===== src/rtl/vga_vsync_gen.sv =====
// Vertical timing stage: vCount, registered syncs/video/coords, frameStart and genTick pacing.
// Latency: decoded outputs lag hCount by one cycle; no backpressure, free-running pixel pipeline.
module vga_vsync_gen #(
  parameter int   H_ACTIVE   = 640,
  parameter int   H_FP       = 16,
  parameter int   H_SYNC     = 96,
  parameter int   H_BP       = 48,
  parameter int   V_ACTIVE   = 480,
  parameter int   V_FP       = 10,
  parameter int   V_SYNC     = 2,
  parameter int   V_BP       = 33,
  parameter logic SYNC_POL   = 1'b0,
  parameter int   GEN_FRAMES = 30
) (
  input  logic       pixelClk,
  input  logic       rstN,
  input  logic [9:0] hCount,
  input  logic       endOfLine,
  input  logic       genEnable,
  output logic [9:0] vCount,
  output logic       hsync,
  output logic       vsync,
  output logic       videoOn,
  output logic [9:0] pixelX,
  output logic [8:0] pixelY,
  output logic       frameStart,
  output logic       genTick
);

  localparam int H_TOTAL = H_ACTIVE + H_FP + H_SYNC + H_BP;
  localparam int V_TOTAL = V_ACTIVE + V_FP + V_SYNC + V_BP;

  localparam logic [9:0] L_H_TOTAL  = 10'(H_TOTAL);
  localparam logic [9:0] L_H_ACTIVE = 10'(H_ACTIVE);
  localparam logic [9:0] L_HS_START = 10'(H_ACTIVE + H_FP);
  localparam logic [9:0] L_HS_END   = 10'(H_ACTIVE + H_FP + H_SYNC);
  localparam logic [9:0] L_V_ACTIVE = 10'(V_ACTIVE);
  localparam logic [9:0] L_VS_START = 10'(V_ACTIVE + V_FP);
  localparam logic [9:0] L_VS_END   = 10'(V_ACTIVE + V_FP + V_SYNC);
  localparam logic [9:0] L_V_LAST   = 10'(V_TOTAL - 1);
  localparam logic [7:0] L_GEN_LAST = 8'(GEN_FRAMES - 1);

  logic [9:0] r_vcount;
  logic [7:0] r_frame_cnt;
  logic       r_hsync;
  logic       r_vsync;
  logic       r_video_on;
  logic [9:0] r_pixel_x;
  logic [8:0] r_pixel_y;
  logic       r_frame_start;
  logic       r_gen_tick;

  logic       w_h_legal;
  logic       w_hsync_act;
  logic       w_vsync_act;
  logic       w_video;
  logic       w_frame_start;
  logic       w_gen_tick;
  logic [7:0] w_frame_cnt_nxt;
  logic [9:0] w_vcount_nxt;

  // Out-of-range hCount decodes as blanking with sync inactive.
  assign w_h_legal     = (hCount < L_H_TOTAL);
  assign w_hsync_act   = w_h_legal && (hCount >= L_HS_START) && (hCount < L_HS_END);
  assign w_vsync_act   = (r_vcount >= L_VS_START) && (r_vcount < L_VS_END);
  assign w_video       = w_h_legal && (hCount < L_H_ACTIVE) && (r_vcount < L_V_ACTIVE);
  assign w_frame_start = (hCount == 10'd0) && (r_vcount == 10'd0);
  assign w_vcount_nxt  = (r_vcount == L_V_LAST) ? 10'd0 : r_vcount + 10'd1;

  // genEnable only matters on the frame-start cycle; the count holds otherwise.
  always_comb begin
    w_frame_cnt_nxt = r_frame_cnt;
    w_gen_tick      = 1'b0;
    if (w_frame_start && genEnable) begin
      if (r_frame_cnt == L_GEN_LAST) begin
        w_frame_cnt_nxt = 8'd0;
        w_gen_tick      = 1'b1;
      end else begin
        w_frame_cnt_nxt = r_frame_cnt + 8'd1;
      end
    end
  end

  always_ff @(posedge pixelClk) begin
    if (!rstN) begin
      r_vcount      <= 10'd0;
      r_frame_cnt   <= 8'd0;
      r_hsync       <= ~SYNC_POL;
      r_vsync       <= ~SYNC_POL;
      r_video_on    <= 1'b0;
      r_pixel_x     <= 10'd0;
      r_pixel_y     <= 9'd0;
      r_frame_start <= 1'b0;
      r_gen_tick    <= 1'b0;
    end else begin
      if (endOfLine) begin
        r_vcount <= w_vcount_nxt;
      end
      r_frame_cnt   <= w_frame_cnt_nxt;
      r_hsync       <= w_hsync_act ? SYNC_POL : ~SYNC_POL;
      r_vsync       <= w_vsync_act ? SYNC_POL : ~SYNC_POL;
      r_video_on    <= w_video;
      r_pixel_x     <= w_video ? hCount : 10'd0;
      r_pixel_y     <= w_video ? r_vcount[8:0] : 9'd0;
      r_frame_start <= w_frame_start;
      r_gen_tick    <= w_gen_tick;
    end
  end

  assign vCount     = r_vcount;
  assign hsync      = r_hsync;
  assign vsync      = r_vsync;
  assign videoOn    = r_video_on;
  assign pixelX     = r_pixel_x;
  assign pixelY     = r_pixel_y;
  assign frameStart = r_frame_start;
  assign genTick    = r_gen_tick;

endmodule


===== config.mk =====
export PLATFORM = sky130hd
export DESIGN_NAME = vga_vsync_gen
export DESIGN_NICKNAME = d
export VERILOG_FILES = /design/src/rtl/vga_vsync_gen.sv
export SDC_FILE = /design/constraint.sdc
export NUM_CORES = 1
export LEC_CHECK = 0
export BUFFER_PORTS_ARGS = -buffer_cell sky130_fd_sc_hd__buf_2
export CORE_AREA = 2 2 76 64
export DETAILED_ROUTE_END_ITERATION = 12
export DIE_AREA = 0 0 78 66
export GPL_TIMING_DRIVEN = 1
export REMOVE_ABC_BUFFERS = 1
export SYNTH_ARGS = -nofsm -noshare
export SYNTH_HDL_FRONTEND = slang
export SYNTH_SLANG_ARGS = --single-unit

===== constraint.sdc =====
create_clock -name pixelClk -period 2.96 [get_ports pixelClk]
set_input_delay 0.296 -clock pixelClk [delete_from_list [all_inputs] [get_ports pixelClk]]
set_output_delay 0.296 -clock pixelClk [all_outputs]
set_load 0.1 [all_outputs]

==> impl_metrics.tcl, run 1 <==
set metrics [dict create \
    hold_start "hCount[1]" \
    synth-seq-area-share 0.4963 \
    p_sw_w 0.0003270 \
    critPathLaunchType "flip-flop" \
    synth_flop_cell "dfxtp_1" \
    min_to "pixelX[1]" \
    hold_slack_ns 0.2198 \
    share_comb_of_total_power 0.132 \
    yosys-top-cells-area "dfxtp_1 (50%), and2_1 (6.6%), ha_1 (3.7%)" \
    synth_area_per_cell_sq_um 10.02 \
    layout.nets 238 \
    cts_buffer_depth 2 \
    io_pins 48 \
    drc 0 \
    yosys_warnings 0 \
    path_delay_family "simple AND/OR/NAND/NOR gates" \
    p_sw_frac 0.2756 \
    cp_cell_sequence "ha_1 -> nor4b_1 -> nand2_1 -> a211o_1 -> a32o_1" \
    cts_hold_buf 0 \
    worst_slew_pin_slew_ns 0.5714 \
    insertion_delay_ns 0.29 \
    critical_path_class "flip-flop to flip-flop" \
    max_freq_mhz 541.7 \
    maxCapViolations 0 \
    cp-end-kind "flip-flop" \
    dp_cells 272 \
    clk_pin_slew_ns 0.08 \
    netlist_area_sq_um 1694 \
    slowest_delay_ns 0.43 \
    rrSetupSlack_ns 1.11 \
    synth_top_area_cell "dfxtp_1" \
    setup_viol 0 \
    viasPerCell 4.911 \
    utilization 0.4764 \
    synth_most_common_cell "dfxtp_1" \
    num_rows 22 \
    status "completed" \
    fillers 439 \
    power.density_cell_area_nw_per_um2 565.4 \
    port_buffers 47 \
    critPathBufInv 0 \
    vdd_ir_drop_max_mv 0.3536 \
    period_share 0.6236 \
    routedWlPerCell_um 12.70 \
    holdPathStages 2 \
    first_iter_violations 59 \
    slew_headroom 0.6187 \
    required_ns 3.14 \
    dp_hpwl_mm 2.573 \
    drive_above_1_share 0.2955 \
    setup_ws_ns 1.114 \
    grt_overflow_total 0 \
    firstDrtPassIters 4 \
    synth.top_cell.area_share 0.4963 \
    synth-edff-count 0 \
    num_antenna_cells 0 \
    totalWireLength_mm 3.557 \
    synthArstFlopShare 0 \
    dp_slack_ns 1.054 \
    place.gp.congestion 0.8404 \
    via_count 1375 \
    reg2reg_depth 5 \
    final_cells 280 \
    reg2reg_from "r_frame_cnt[0]" \
    cts_sinks 42 \
    tritoncts "built" \
    cts_buffers 5 \
    htree_levels 2 \
    synth-seq-cells 42 \
    hold_viol_final 0 \
    leakage_nw 0.8857 \
    area_growth_pct 23.86 \
    r2r-end "r_frame_cnt[4]" \
    netlist_top_cells_count "dfxtp_1 (42), and2_1 (18), nor2_1 (12), nand2_1 (10)" \
    fin_skew_ns 0.009469 \
    initial_utilization 0.3847 \
    path_max_fanout 8 \
    p_int_w 0.0008593 \
    period_needed_ns 1.846 \
    die_w_um 78 \
    grt_max_degree 21 \
    grt_pass1_wl_mm 5.796 \
    fin_tns_setup_ns 0 \
    die_area_sq_um 5148 \
    ant_nets 0 \
    postCtsResizedCells 0 \
    antenna_found_initial 0 \
    syn_inst 169 \
    hp-class "primary input to flip-flop" \
    rsz0062_at_grt "false" \
    slowest_stage "dfxtp_1" \
    fp.dieH_um 66 \
    grt_pass1_vias 1236 \
    core_sq_um 4404 \
    cts_setup_buffers 0 \
    power.clock.fraction 0.375 \
    p_seq_frac 0.493 \
    synth_cell_types 46 \
    worstPathArrival_ns 2.02 \
    cts-root-buf "clkbuf_8" \
    grt_usage 0.1469 \
    slew_viol_final 0 \
]
per-stage QoR:
stage	total power [W]	area, sq um
2_1_floorplan	0.0007185	1675
3_3_place_gp	0.0007540	1986
3_5_place_dp	0.0007550	1986
4_1_cts	0.001203	2098
5_1_grt	0.001242	2098
6_report	0.001186	2098
cell usage in the layout (no fill, tap or decap), types with 2 or more instances in the layout:
cell type,synthesis,final
a211oi_1,2,2
a21oi_1,5,5
and2_1,18,18
and3_1,3,3
and4_1,2,2
buf_2,0,47
clkbuf_8,0,5
dfxtp_1,42,42
ha_1,5,5
inv_1,3,3
nand2_1,10,10
nand3_1,5,5
nand3b_1,2,2
nand4_1,6,6
nand4b_1,2,2
nor2_1,12,12
nor3_1,6,6
nor4_1,2,2
o21ai_0,4,4
o311ai_0,2,2
o31ai_1,3,3
xnor2_1,3,3
xor2_1,5,5
cell families after synthesis:
logic type | count (synthesis) | synth area share
simple gates | 84 | 0.3124
compound gates | 21 | 0.08715
fa+ha+maj | 5 | 0.03693
flops | 42 | 0.4963
buf+inv | 8 | 0.01994
mux | 1 | 0.005909
xor+xnor | 8 | 0.04136
layer usage:
| layer | wire length, um | track usage | vias to the layer above |
|---|---|---|---|
| li1 | - | - | 709 |
| met1 | 1813 | 0.1933 | 618 |
| met2 | 1476 | 0.2220 | 46 |
| met3 | 245 | 0.04918 | 2 |
| met4 | 22 | 0.05921 | 0 |
| met5 | 0 | 0 | - |
worst max-delay path by stage:
| stage | from | end | slack, ns | cells after the start |
|---|---|---|---|---|
| 2_1_floorplan | vCount[0] | r_frame_cnt[6] | 0.79 | 6 |
| 5_1_grt | r_frame_cnt[0] | r_frame_cnt[4] | 1.02 | 5 |
| 6_report | r_frame_cnt[0] | r_frame_cnt[4] | 1.11 | 5 |
| 4_1_cts | r_frame_cnt[0] | r_frame_cnt[4] | 1.13 | 5 |
| 3_3_place_gp | rstN | vsync | 1.11 | 4 |
| 3_5_place_dp | rstN | vsync | 1.05 | 4 |
registers in the layout, indices dropped and copies added (netlist names), 8 cells and up:
signal       cells
pixelX          10
vCount          10
pixelY           9
r_frame_cnt      8
cell type report:
type,instances,area [sq um],share of cell area
Tap cell,60,75.07,0.03578
Timing Repair Buffer,47,235.2,0.1121
Clock buffer,5,68.82,0.03280
Inverter,4,15.01,0.007156
Clock inverter,3,43.79,0.02087
Sequential cell,42,840.8,0.4007
Multi-Input combinational cell,119,819.5,0.3906
power by group through the flow:
stage | registers [W] | logic (W) | clock network, W
final | 0.000585 | 0.000156 | 0.000445
after global routing | 0.000587 | 0.000166 | 0.000490
after CTS | 0.000585 | 0.000157 | 0.000461
after detailed placement | 0.000598 | 0.000157 | 0
after global placement | 0.000598 | 0.000156 | 0
after floorplan | 0.000686 | 0.0000324 | 0
(Power assumes the default switching activity.)
==> run 2, diff against run 1 <==
Settings changed: ABC_AREA set to 1, CORE_AREA 2 2 76 64 to 2 2 81 67, DIE_AREA 0 0 78 66 to 0 0 83 69.
Clock period 2.96 ns to 1.8 ns, I/O delays scaled along.
==> impl_metrics.tcl, run 2 <==
set metrics [dict create \
    cts-root-buf "clkbuf_8" \
    num_antenna_cells 0 \
    place.gp.congestion 0.8505 \
    cpMostUsedCell "nand2_1" \
    netlist_area_sq_um 1898 \
    totalWireLength_mm 4.097 \
    share_comb_of_total_power 0.147 \
    status "completed" \
    grt_pass1_vias 1525 \
    grt_overflow_total 0 \
    reg2reg_depth 8 \
    drive_above_1_share 0.2662 \
    synth_top_area_cell "dfxtp_1" \
    worstPathArrival_ns 1.69 \
    hold_viol_final 0 \
    required_ns 1.98 \
    synthArstFlopShare 0 \
    p_seq_frac 0.520 \
    core_sq_um 4921 \
    layout_commonest_cell "nor2_1" \
    die_w_um 83 \
    yosys_warnings 0 \
    setup_viol 0 \
    syn_inst 256 \
    synth_area_per_cell_sq_um 7.414 \
    path_delay_family "simple AND/OR/NAND/NOR gates" \
    ant_nets 0 \
    rrSetupSlack_ns 0.29 \
    worst_slew_pin_slew_ns 0.4939 \
    cts_buffers 5 \
    port_buffers 47 \
    period_share 0.8373 \
    drc 0 \
    vdd_ir_drop_max_mv 0.3964 \
    p_sw_frac 0.2880 \
    cp-end-kind "flip-flop" \
    postCtsResizedCells 0 \
    cts_hold_buf 0 \
    netlist_top_cells_count "nor2_1 (54), dfxtp_1 (42), nand2_1 (41), inv_1 (30), nand3_1 (20)" \
    period_needed_ns 1.507 \
    first_iter_violations 60 \
    die_area_sq_um 5727 \
    dp_cells 362 \
    synth-seq-area-share 0.4430 \
    clk_pin_slew_ns 0.08 \
    dp_slack_ns 0.3052 \
    power.clock.fraction 0.333 \
    tritoncts "built" \
    maxCapViolations 0 \
    insertion_delay_ns 0.28 \
    crit_cells 8 \
    critical_path_class "flip-flop to flip-flop" \
    fin_skew_ns 0.006667 \
    slew_headroom 0.6730 \
    synth_most_common_cell "nor2_1" \
    holdPathStages 3 \
    grt_max_degree 15 \
    grt_pass1_wl_mm 6.969 \
    fin_tns_setup_ns 0 \
    rsz0062_at_grt "false" \
    yosys-top-cells-area "dfxtp_1 (44%), nor2_1 (11%), nand2_1 (8.1%)" \
    p_sw_w 0.0005299 \
    dp_hpwl_mm 3.175 \
    firstDrtPassIters 4 \
    cts_setup_buffers 0 \
    leakage_nw 1.066 \
    power.density_cell_area_nw_per_um2 802.3 \
    final_cells 370 \
    cts_buffer_depth 2 \
    slowest_stage "dfxtp_1" \
    htree_levels 2 \
    num_rows 23 \
    layout.nets 326 \
    viasPerCell 4.522 \
    antenna_found_initial 0 \
    via_count 1673 \
    io_pins 48 \
    p_int_w 0.001310 \
    synth.top_cell.area_share 0.4430 \
    critPathBufInv 0 \
    initial_utilization 0.3857 \
    cp_cell_sequence "ha_1 -> nand2_1 -> nor2_2 -> nand2_1 -> nor2_1 -> nand2_1 -> o21ai_1 -> a21oi_1" \
    path_max_fanout 7 \
    slew_viol_final 0 \
    synth-edff-count 0 \
    max_freq_mhz 663.5 \
    area_growth_pct 20.83 \
    hp-class "primary input to flip-flop" \
    slowest_delay_ns 0.47 \
    setup_ws_ns 0.2929 \
    grt_usage 0.1469 \
    critPathLaunchType "flip-flop" \
    synth_flop_cell "dfxtp_1" \
    routedWlPerCell_um 11.07 \
    final_cell_mix "nor2_1 (54), buf_2 (47), dfxtp_1 (42)" \
    synth_cell_types 30 \
    cts_sinks 42 \
    fp.dieH_um 69 \
    synth-seq-cells 42 \
]
==> run 2: area by class of cell <==
cell class,count,area [sq um]
flip-flops and latches,42,840.8
clock buffers,7,86.33
well taps,62,77.57
multi-input cells,175,892.1
fillers,509,2628
repair buffers,49,262.8
clock inverters,1,5.005
inverters,34,128.9
==> run 2: worst reg2reg max path, cell delays in order, from the launching register on <==
cell and delay (ns):
dfxtp_1 0.47, ha_1 0.19, nand2_1 0.09, nor2_2 0.17, nand2_1 0.08, nor2_1 0.16, nand2_1 0.09, o21ai_1 0.12
a21oi_1 0.05
==> run 2: kinds of logic (layout without fill, tap and decap cells) <==
group,Yosys count,count (layout),share of synthesized area
buf+inv,39,91,0.08701
compound gates,17,17,0.04878
flops,42,42,0.4430
fa+ha+maj,5,5,0.03296
simple gates,147,147,0.3599
xor+xnor,5,5,0.02307
mux,1,1,0.005274
==> run 2: path summary, 6_finish.rpt <==
check	start	endpoint
worst min-delay path	hCount[0]	pixelX[0]
worst max register to register	vCount[1]	vCount[8]
worst min register to register	r_frame_cnt[4]	r_frame_cnt[4]
worst max-delay path	vCount[1]	vCount[8]
==> run 2: routing by layer <==
| metal | wire length, um | up-vias | track usage |
|---|---|---|---|
| met5 | 0 | - | 0 |
| met4 | 40 | 0 | 0.04372 |
| met3 | 244 | 4 | 0.04072 |
| met2 | 1741 | 39 | 0.2168 |
| met1 | 2071 | 725 | 0.2086 |
| li1 | - | 905 | - |
==> run 2: power by group through the flow <==
| stage | Sequential [W] | Combinational (W) | Clock [W] |
|---|---|---|---|
| detailed placement | 0.000979 | 0.000272 | 0 |
| global placement | 0.000978 | 0.000271 | 0 |
| CTS | 0.000957 | 0.000272 | 0.000634 |
| finish | 0.000957 | 0.000271 | 0.000612 |
| floorplan | 0.00112 | 0.0000657 | 0 |
| global route | 0.000960 | 0.000287 | 0.000673 |
==> run 2: through the flow <==
stage | cell area (sq um) | util | power (W) | hold WS [ns]
after CTS | 2293 | 0.4661 | 0.001864 | 0.1110
after global routing | 2293 | 0.4661 | 0.001921 | 0.1159
after detailed placement | 2202 | 0.4475 | 0.001251 | 0.4224
final | 2293 | 0.4661 | 0.001840 | 0.1226
after global placement | 2202 | 0.4475 | 0.001249 | 0.4180
after floorplan | 1862 | - | 0.001183 | 0.2642
